[src/rtl/mem_port_arbiter.sv]
// Main-memory port arbiter between the I-cache and D-cache controllers.
// D-cache has fixed priority; a starvation counter forces an I grant after STARVE_LIMIT D wins.
module mem_port_arbiter #(
  parameter int unsigned ADDR_W       = 16,
  parameter int unsigned DATA_W       = 64,
  parameter int unsigned STARVE_LIMIT = 4
) (
  input  logic              clk,
  input  logic              rst,
  input  logic              i_valid,
  input  logic [ADDR_W-1:0] i_addr,
  input  logic              i_rw,
  input  logic [DATA_W-1:0] i_wdata,
  output logic              i_ready,
  output logic [DATA_W-1:0] i_rdata,
  input  logic              d_valid,
  input  logic [ADDR_W-1:0] d_addr,
  input  logic              d_rw,
  input  logic [DATA_W-1:0] d_wdata,
  output logic              d_ready,
  output logic [DATA_W-1:0] d_rdata,
  output logic              mem_valid,
  output logic [ADDR_W-1:0] mem_addr,
  output logic              mem_rw,
  output logic [DATA_W-1:0] mem_wdata,
  input  logic              mem_ready,
  input  logic [DATA_W-1:0] mem_rdata,
  output logic [1:0]        grant,
  output logic              busy
);

  typedef enum logic [1:0] {
    IDLE   = 2'd0,
    BUSY_I = 2'd1,
    BUSY_D = 2'd2
  } state_t;

  localparam logic [3:0] LIMIT = 4'(STARVE_LIMIT);

  state_t     state;
  state_t     next_state;
  logic [3:0] starve_cnt;
  logic       grant_i;
  logic       grant_d;

  // Arbitration decision, only meaningful while IDLE.
  always_comb begin
    grant_i = 1'b0;
    grant_d = 1'b0;
    if (state == IDLE) begin
      if (d_valid && !(i_valid && (starve_cnt == LIMIT)))
        grant_d = 1'b1;
      else if (i_valid)
        grant_i = 1'b1;
    end
  end

  always_ff @(posedge clk) begin
    if (!rst) state <= IDLE;
    else      state <= next_state;
  end

  always_comb begin
    next_state = state;
    case (state)
      IDLE: begin
        if (grant_d)      next_state = BUSY_D;
        else if (grant_i) next_state = BUSY_I;
      end
      BUSY_I, BUSY_D: begin
        if (mem_ready) next_state = IDLE;
      end
      default: next_state = IDLE;
    endcase
  end

  // Winner's request is captured once at grant; later requester changes are ignored.
  always_ff @(posedge clk) begin
    if (!rst) begin
      mem_addr  <= '0;
      mem_rw    <= 1'b0;
      mem_wdata <= '0;
    end else if (grant_d) begin
      mem_addr  <= d_addr;
      mem_rw    <= d_rw;
      mem_wdata <= d_wdata;
    end else if (grant_i) begin
      mem_addr  <= i_addr;
      mem_rw    <= i_rw;
      mem_wdata <= i_wdata;
    end
  end

  always_ff @(posedge clk) begin
    if (!rst) begin
      starve_cnt <= '0;
    end else if (grant_d && i_valid) begin
      if (starve_cnt < LIMIT) starve_cnt <= starve_cnt + 4'd1;
    end else if (grant_i || grant_d) begin
      starve_cnt <= '0;
    end
  end

  // Ready pulses are qualified with rst so a completion during reset is dropped.
  always_comb begin
    mem_valid = (state != IDLE);
    busy      = (state != IDLE);
    case (state)
      BUSY_I:  grant = 2'b01;
      BUSY_D:  grant = 2'b10;
      default: grant = 2'b00;
    endcase
    i_ready = rst && (state == BUSY_I) && mem_ready;
    d_ready = rst && (state == BUSY_D) && mem_ready;
    i_rdata = i_ready ? mem_rdata : '0;
    d_rdata = d_ready ? mem_rdata : '0;
  end

endmodule

[config.mk]
export PLATFORM = sky130hd
export DESIGN_NAME = mem_port_arbiter
export DESIGN_NICKNAME = d
export VERILOG_FILES = /design/src/rtl/mem_port_arbiter.sv
export SDC_FILE = /design/constraint.sdc
export NUM_CORES = 1
export LEC_CHECK = 0
export CELL_PAD_IN_SITES_DETAIL_PLACEMENT = 0
export CELL_PAD_IN_SITES_GLOBAL_PLACEMENT = 1
export CORE_AREA = 2 2 174 176
export DETAILED_ROUTE_END_ITERATION = 10
export DIE_AREA = 0 0 176 178
export HOLD_SLACK_MARGIN = 0.08
export PLACE_DENSITY_LB_ADDON = 0.1
export RECOVER_POWER = 25
export SLEW_MARGIN = 20
export SYNTH_ARGS = -nofsm -noshare
export SYNTH_HDL_FRONTEND = slang
export SYNTH_SLANG_ARGS = --single-unit
[constraint.sdc]
create_clock -name clk -period 5.1 [get_ports clk]
set_clock_uncertainty 0.15 [all_clocks]
set_input_delay 0.51 -clock clk [delete_from_list [all_inputs] [get_ports clk]]
set_output_delay 0.51 -clock clk [all_outputs]
set_load 0.01 [all_outputs]
==> impl_results.md <==
- Outcome: finished, final reports clean
- Largest net degree at the start of global routing: 66
- R2R Path Start: state[0]$_SDFFE_PN0P_
- Die height: 178 um
- Post-route ant nets: 0
- Post-route cell area: 10000 um2
- Clk root buf: clkbuf_16
- Final nets: 1205
- Setup Crit Path Kind: input port to output pin
- Hold WS: 0.281 ns
- Type of the worst min-delay path: flop to flop
- Layout cells sized above 1: 11.2%
- Die ar.: 31300 um2
- DR vias: 5483
- Post-synth top flop: dfxtp_1
- # clock sinks: 87
- Placement Setup Slack: 1.39 ns
- Startpoint of the worst hold path: mem_addr[14]$_SDFFE_PN0P_
- Power density cells: 221 nW/um2
- Sum of negative setup slack: 0 ns
- Data arrival time of the worst path: 3.00 ns
- Die X: 176 um
- EDFF count, synth: 0
- Post-synth top area cell: dfxtp_1
- Clk_lat worst skew: 0.34 ns
- CP Max Fanout: 65
- Hold buffer count at cts: 0
- Via density: 4.02
- Worst reg-to-reg setup slack: 2.32 ns
- Final non-filler cell total: 1364
- # IOs: 446
- Vias in the first global route: 5795
- Total GRT Usage: 15.8%
- R2R depth: 7
- Worst hold stages: 2
- Seq cells post-synth: 87
- Syn avg cell area: 9.38 um2
- Worst hold endpoint: mem_addr[14]$_SDFFE_PN0P_
- Share of the synthesized area in the top cell type: 33.4%
- Ys async rst share: 0%
- Cell area after synthesis: 5220 um2
- Drt first pass iters: 4
- Std cell rows: 63
- Synth top area cells: dfxtp_1 (33%), o221ai_2 (23%), and2_1 (16%), nand2_1 (12%), buf_12 (3.5%)
- Most frequent cell after synthesis: nand2_1
- Synth unique cells: 33
- Relative slew slack: 33.7%
- Gates resized, CTS repair: 0
- CTS tree: built
- Tightest Pin Transition: 0.994 ns
- RR Endpoint: mem_wdata[52]$_SDFFE_PN0P_
- RePlAce Congestion: 0.827
- Synth Net Count: 794
- Clk slew on worst S/H paths: 0.07 ns
- Initial antenna violation count: 4
- Core Box Area: 29400 um2
- RSZ-0062 raised after global routing: no
- Final WL: 25800 um
- Congestion Overflow GR: 0
- Final worst-path cycle share: 71.7%
- Layout area overhead: 91.8%
- # placed instances: 1346
- Period minus WS final: 3.66 ns
- DRC viols: 0
- Fin. max-slew vios: 0
- Top cells by count, synth: nand2_1 (168), and2_1 (130), dfxtp_1 (87)
- Total power: 2.21 mW
- Max frequency: 273 MHz
- VDD IR max: 0.000124 V
- DRT iter0 DRCs: 233
- Leakage Power: 3.91 nW
- Worst setup margin: 1.44 ns
- Final hold vios: 0
- Final core utilization: 34.0%
- Register area share after synthesis: 33.4%
- WP data required: 4.44 ns
- First-pass GRT wire length: 36900 um
- Synth Instances: 556
- H-tree Lvls: 3
- Port Buf Inserts: 445
- Worst setup EP type: output pin
- Worst Setup Start Kind: input port
- Dpl hpwl: 19500 um
- Routed len/inst: 18.9 um
- Synth warnings: 0
- Initial Util: 17.7%
- CTS buffer count: 9
- Final Setup Violations: 0
- Dpl cell area: 9710 um2
- Clock Path Buffers: 2
- Post-CTS Repair Setup Buffers: 0
- Max-cap viol count: 0
==> power breakdown <==
part,leakage [nW],internal [mW],switching [mW]
clock,0.135,0.379,0.295
combinational,3.06,0.393,0.343
sequential,0.718,0.763,0.0367
total,3.91,1.53,0.674
==> worst max path at each step <==
stage               startpoint           to  slack, ns  cells after the start
floorplan                  rst  d_rdata[10]       3.06                      5
global placement           rst  i_rdata[14]       1.36                      4
detailed placement         rst  i_rdata[14]       1.39                      4
CTS                        rst  i_rdata[14]       1.39                      4
global route               rst  d_rdata[63]       1.27                      4
finish                     rst  i_rdata[14]       1.44                      4
==> cells in the final DEF (no fill, tap or decap), types with 2 or more instances in the layout <==
cell type,count
clkbuf_16,9
and3_2,2
ha_1,7
diode_2,3
dlygate4sd3_1,72
a21oi_1,3
buf_4,4
inv_1,6
clkinvlp_4,2
o21ai_0,3
and2_1,128
buf_12,2
clkdlybuf4s50_1,373
dfxtp_1,87
nand3_1,3
o221ai_2,80
nand2_1,168
==> final cells by class <==
cell class,count,area [um2]
Multi-Input combinational cell,412,2940
Timing Repair Buffer,451,4520
Sequential cell,87,1740
Fill cell,3088,19400
Inverter,6,22.5
Antenna cell,3,7.51
Tap cell,390,488
Clock inverter,5,58.8
Clock buffer,10,229
==> logic make-up after synthesis <==
kind of cell,synth area share [%]
fa+ha+maj,1.68
simple gates,29.5
compound gates,24.7
buf+inv,10.7
flops,33.4
==> registers in the layout (all words and copies together), names as in the netlist <==
signal,cells
mem_wdata,64
mem_rw,1
state,2
starve_cnt,4
mem_addr,16
==> metal layers <==
metal | track usage [%] | vias up | wire length [um]
met4 | 4.65 | 2 | 431
met1 | 17.4 | 2464 | 9800
met5 | 0 | - | 13
met3 | 6.05 | 17 | 2290
li1 | - | 2738 | -
met2 | 28.4 | 262 | 13300
==> critical path, stage by stage <==
cell	delay, ns
clkdlybuf4s50_1	0.68
and3_2	0.90
and2_1	0.29
clkdlybuf4s50_1	0.58
(Power assumes the default switching activity.)
